[src/rtl/branch_predictor.sv]
// Dynamic branch predictor for IF: tagged BTB, 2-bit counter PHT and a
// speculative global history register repaired from EX on mispredictions.
module branch_predictor #(
    parameter int XLEN     = 32,
    parameter int IDX_BITS = 5,
    parameter int GHR_BITS = 5,
    parameter int MODE     = 2
) (
    input  logic                clk,
    input  logic                reset,
    input  logic [XLEN-1:0]     pred_pc,
    input  logic                stall,
    output logic                pred_taken,
    output logic [XLEN-1:0]     pred_next_pc,
    output logic [GHR_BITS-1:0] pred_ghr,
    input  logic                upd_valid,
    input  logic [XLEN-1:0]     upd_pc,
    input  logic                upd_is_branch,
    input  logic                upd_is_jump,
    input  logic                upd_taken,
    input  logic [XLEN-1:0]     upd_target,
    input  logic [GHR_BITS-1:0] upd_ghr,
    input  logic                upd_mispredict
);

    localparam int   ENTRIES   = 1 << IDX_BITS;
    localparam int   TAG_BITS  = XLEN - IDX_BITS - 2;
    localparam logic IS_STATIC = (MODE == 0);
    localparam logic IS_GSHARE = (MODE == 2);

    logic                btb_valid_r  [ENTRIES];
    logic [TAG_BITS-1:0] btb_tag_r    [ENTRIES];
    logic [XLEN-1:0]     btb_target_r [ENTRIES];
    logic                btb_jump_r   [ENTRIES];
    logic [1:0]          pht_r        [ENTRIES];
    logic [GHR_BITS-1:0] ghr_r;

    logic [IDX_BITS-1:0] pred_idx_s;
    logic [TAG_BITS-1:0] pred_tag_s;
    logic [IDX_BITS-1:0] pred_pidx_s;
    logic                hit_s;
    logic                taken_s;
    logic [IDX_BITS-1:0] upd_idx_s;
    logic [TAG_BITS-1:0] upd_tag_s;
    logic [IDX_BITS-1:0] upd_pidx_s;
    logic                unused_s;

    function automatic logic [1:0] ctr_next(input logic [1:0] ctr, input logic taken);
        logic [1:0] r;
        if (taken) begin
            r = (ctr == 2'b11) ? 2'b11 : ctr + 2'b01;
        end else begin
            r = (ctr == 2'b00) ? 2'b00 : ctr - 2'b01;
        end
        return r;
    endfunction

    // Written so GHR_BITS == 1 needs no special case.
    function automatic logic [GHR_BITS-1:0] shift_in(input logic [GHR_BITS-1:0] h, input logic b);
        logic [GHR_BITS:0] w;
        w = {h, b};
        return w[GHR_BITS-1:0];
    endfunction

    function automatic logic [IDX_BITS-1:0] pht_index(input logic [IDX_BITS-1:0] idx,
                                                      input logic [GHR_BITS-1:0] ghr);
        logic [IDX_BITS-1:0] r;
        if (IS_GSHARE) begin
            r = idx ^ IDX_BITS'(ghr);
        end else begin
            r = idx;
        end
        return r;
    endfunction

    assign unused_s = ^upd_pc[1:0];

    // Combinational lookup of the PC in IF against current state.
    always_comb begin
        pred_idx_s  = pred_pc[IDX_BITS+1:2];
        pred_tag_s  = pred_pc[XLEN-1:IDX_BITS+2];
        pred_pidx_s = pht_index(pred_idx_s, ghr_r);
        hit_s       = btb_valid_r[pred_idx_s] && (btb_tag_r[pred_idx_s] == pred_tag_s);
        if (IS_STATIC) begin
            taken_s = 1'b0;
        end else begin
            taken_s = hit_s && (btb_jump_r[pred_idx_s] || pht_r[pred_pidx_s][1]);
        end
        pred_taken   = taken_s;
        pred_next_pc = taken_s ? btb_target_r[pred_idx_s] : pred_pc + XLEN'(3'd4);
        pred_ghr     = ghr_r;
    end

    // Training indices come from the resolved PC and the history it was fetched with.
    always_comb begin
        upd_idx_s  = upd_pc[IDX_BITS+1:2];
        upd_tag_s  = upd_pc[XLEN-1:IDX_BITS+2];
        upd_pidx_s = pht_index(upd_idx_s, upd_ghr);
    end

    // Valid bits and counters: cleared on reset, trained from EX.
    always_ff @(posedge clk) begin
        if (reset) begin
            for (int i = 0; i < ENTRIES; i++) begin
                btb_valid_r[i] <= 1'b0;
                pht_r[i]       <= 2'b01;
            end
        end else begin
            if (upd_valid && upd_is_branch) begin
                pht_r[upd_pidx_s] <= ctr_next(pht_r[upd_pidx_s], upd_taken);
            end
            if (upd_valid && upd_taken) begin
                btb_valid_r[upd_idx_s] <= 1'b1;
            end
        end
    end

    // BTB payload; only meaningful behind a valid bit, so it carries no reset.
    always_ff @(posedge clk) begin
        if (!reset && upd_valid && upd_taken) begin
            btb_tag_r[upd_idx_s]    <= upd_tag_s;
            btb_target_r[upd_idx_s] <= upd_target;
            btb_jump_r[upd_idx_s]   <= upd_is_jump;
        end
    end

    // Speculative history with repair taking priority over the fetch-side shift.
    always_ff @(posedge clk) begin
        if (reset || !IS_GSHARE) begin
            ghr_r <= {GHR_BITS{1'b0}};
        end else if (upd_valid && upd_mispredict) begin
            ghr_r <= upd_is_branch ? shift_in(upd_ghr, upd_taken) : upd_ghr;
        end else if (!stall && hit_s && !btb_jump_r[pred_idx_s]) begin
            ghr_r <= shift_in(ghr_r, taken_s);
        end else begin
            ghr_r <= ghr_r;
        end
    end

endmodule

[config.mk]
export PLATFORM = sky130hd
export DESIGN_NAME = branch_predictor
export DESIGN_NICKNAME = d
export VERILOG_FILES = /design/src/rtl/branch_predictor.sv
export SDC_FILE = /design/constraint.sdc
export NUM_CORES = 2
export LEC_CHECK = 0
export BUFFER_PORTS_ARGS = -buffer_cell sky130_fd_sc_hd__buf_2
export CAP_MARGIN = 20
export CORE_MARGIN = 8
export CORE_UTILIZATION = 50
export CTS_CLUSTER_DIAMETER = 50
export CTS_CLUSTER_SIZE = 30
export DETAILED_ROUTE_END_ITERATION = 7
export GPL_ROUTABILITY_DRIVEN = 0
export PLACE_DENSITY = 0.68
export SETUP_SLACK_MARGIN = 0.5
export SLEW_MARGIN = 20
export SYNTH_ARGS = -nofsm -noshare
export SYNTH_HDL_FRONTEND = slang
export SYNTH_SLANG_ARGS = --single-unit
export TNS_END_PERCENT = 10
[constraint.sdc]
create_clock -name clk -period 6.65 [get_ports clk]
set_clock_uncertainty 0.2 [all_clocks]
set_input_delay 0.665 -clock clk [delete_from_list [all_inputs] [get_ports clk]]
set_output_delay 0.665 -clock clk [all_outputs]
set_load 0.005 [all_outputs]
==> results.toml <==
[route]
num_vias = 38700
routedWlPerCell_um = 33.2
drc = 0
routed_via_density = 6.42
first_iter_violations = 5331
finalWirelength_um = 200000
dr.pass1.iters = 8
drtAntennaViolNets = 0

[clocking]
cts_resized = 0
ctsLongestPathBuffers = 3
numCtsBuffers = 154
h-tree-depth = 4
clock_latency_ns = 0.82
post-cts-setup-buffer-count = 0
path_clk_slew_ns = 0.09
postCtsHoldBufs = 0
cts-root-buf = "clkbuf_16"
cts_sinks = 1957
cts_tree = "built"

[critical_path]
cp_common_cell = "a21oi_1"
start_kind = "input pin"
criticalPathCategory = "in -> out"
endpoint_kind = "output pin"
crit_chain = "buf_8 -> buf_4 -> mux4_2 -> a2111oi_2 -> a21oi_1 -> xnor2_1 -> nand4_1 -> nor4_4 -> and2_1 -> nor2_1 -> a21oi_1 -> buf_2"
crit_fanout = 51
cp_slowest_cell = "buf_4"
arrival_ns = 5.12
worst-path-buf-inv = 3
cp_slowest_stage_delay_ns = 0.66
cp_top_family = "buffers and inverters"
cp.required_ns = 5.78

[synth]
synth_top_area_share_pct = 74.7
synth_area_sq_mm = 0.0772
synth_cell_types = 70
ys_top_cells_by_area = "edfxtp_1, mux4_2, mux2i_1"
yosys_most_used_dff = "edfxtp_1"
ys_seq_area_share_pct = 75.6
synth-seq-cells = 1957
synth_cells = 3572
ys_warn_count = 0
async_flop_share_pct = 0
yosys.area.top_type = "edfxtp_1"
synth_enable_flop_cells = 1920
syn_nets = 3682
synth_area_per_cell_sq_um = 21.6

[sta]
final.min_clock_period_ns = 5.99
timing.setup.tns_ns = 0
rsz0062_at_grt = "true"
slew_violations = 0
period_share_pct = 90.1
relSlewSlack_pct = 25.3
worst_pin_slew_ns = 1.12
max_clock_freq_ghz = 0.167
holdWs_ns = 0.123
setup_violations = 0
final-hold-violation-count = 0

[floorplan]
row_count = 144
die_area_sq_mm = 0.167
io-pin-count = 147
fp.dieW_um = 409
dieHeight_um = 409
initial_core_util_pct = 50.2
coreArea_sq_mm = 0.154

[outcome]
outcome = "finished clean"

[cells_and_area]
final_cell_mix = "edfxtp_1, mux4_2, clkbuf_16"
fin_area_sq_mm = 0.0866
nets = 3948
final_common_cell = "edfxtp_1"
areaGrowthSynthToFinish_pct = 12.2
drive_above_1_share_pct = 29.1

[global_routing]
grt_pass1_wl_um = 282000
antenna_found_initial = 28
grt_start_max_net_pins = 72
grt.total_usage_pct = 23.5
grt_pass1_vias = 38100
grt.overflow.total = 0

[power]
vdd.ir_drop.worst_mv = 0.280
p_per_area_mw_per_mm2 = 284
leakage_nw = 27.2

[place]
dp_hpwl_um = 110000
portBuffers = 144
place_area_sq_mm = 0.0812

[flow_run]
cap_violations = 0

[hold_path]
hp-class = "in -> reg"
## synth_stat cells, drive strengths merged (37+ instances only)
library cell  count
mux4            507
o22ai            47
nor2            102
dfxtp            37
a21oi            67
buf             108
nand2            73
clkbuf           95
mux2i           131
inv              39
edfxtp         1920
nand3            52
## path summary, 6_finish.rpt
| path | slack (ns) | from | cells after the start | end |
|---|---|---|---|---|
| setup reg to reg | 2.82 | btb_tag_r[21][12] | 11 | pred_ghr[4] |
| hold / removal | 0.12 | upd_target[3] | 1 | btb_target_r[3][3] |
| hold reg to reg | 0.27 | btb_valid_r[5] | 2 | btb_valid_r[5] |
| setup / recovery | 0.66 | pred_pc[3] | 12 | pred_next_pc[13] |
## flip-flops by register name, indices dropped and copies added (netlist names)
register and flops:
pred_ghr 5, pht_r 64, btb_tag_r 800, btb_jump_r 32, btb_target_r 1024, btb_valid_r 32
## area by class of cell
| class | count | area (sq um) |
|---|---|---|
| clock inverters | 118 | 1380 |
| diodes | 8 | 20.0 |
| multi-input cells | 1371 | 17700 |
| clock buffers | 169 | 3970 |
| repair buffers | 315 | 2400 |
| inverters | 39 | 149 |
| fillers | 11100 | 67100 |
| well taps | 2044 | 2560 |
| flip-flops and latches | 1957 | 58400 |
## routing by layer
metal | wire [um] | GRT usage (%)
met5 | 151 | 0
met1 | 78700 | 33.4
met3 | 21900 | 6.21
met2 | 93200 | 36.3
met4 | 5750 | 6.37
## worst reg2reg max path, stage by stage (launching register included)
cell,delay (ns)
edfxtp_1,0.36
mux4_2,0.48
a22o_1,0.28
a2111oi_2,0.27
a21oi_1,0.11
xnor2_1,0.43
nand4_1,0.23
nor4_4,0.58
buf_4,0.27
a31oi_4,0.13
a211o_1,0.28
a21oi_2,0.12
## through the flow
stage                     cells  total power (W)  util, %  setup WS (ns)
after floorplan            3572           0.0147        -           1.79
after global placement     5724           0.0152     52.8          0.108
after detailed placement   5726           0.0152     52.8          0.712
after CTS                  6013           0.0247     56.3          0.696
after global routing       6014           0.0252     56.3          0.397
final                      6021           0.0246     56.4          0.661
## where the power goes
part | switching (W) | leakage (nW) | internal (W)
Sequential | 0.0000163 | 17.5 | 0.0136
Combinational | 0.000803 | 7.03 | 0.000520
Clock | 0.00490 | 2.60 | 0.00474
## cell families after synthesis
kind of cell / count (synthesis) / synth area share (%)
DFF: 1957 / 75.6
muxes: 653 / 16.8
and+or+nand+nor: 380 / 2.49
AOI/OAI and AO/OA: 274 / 2.56
buffers and inverters: 244 / 1.76
xor gates and xnor gates: 61 / 0.712
adders and majority gates: 3 / 0.0421
(Power assumes the default switching activity.)
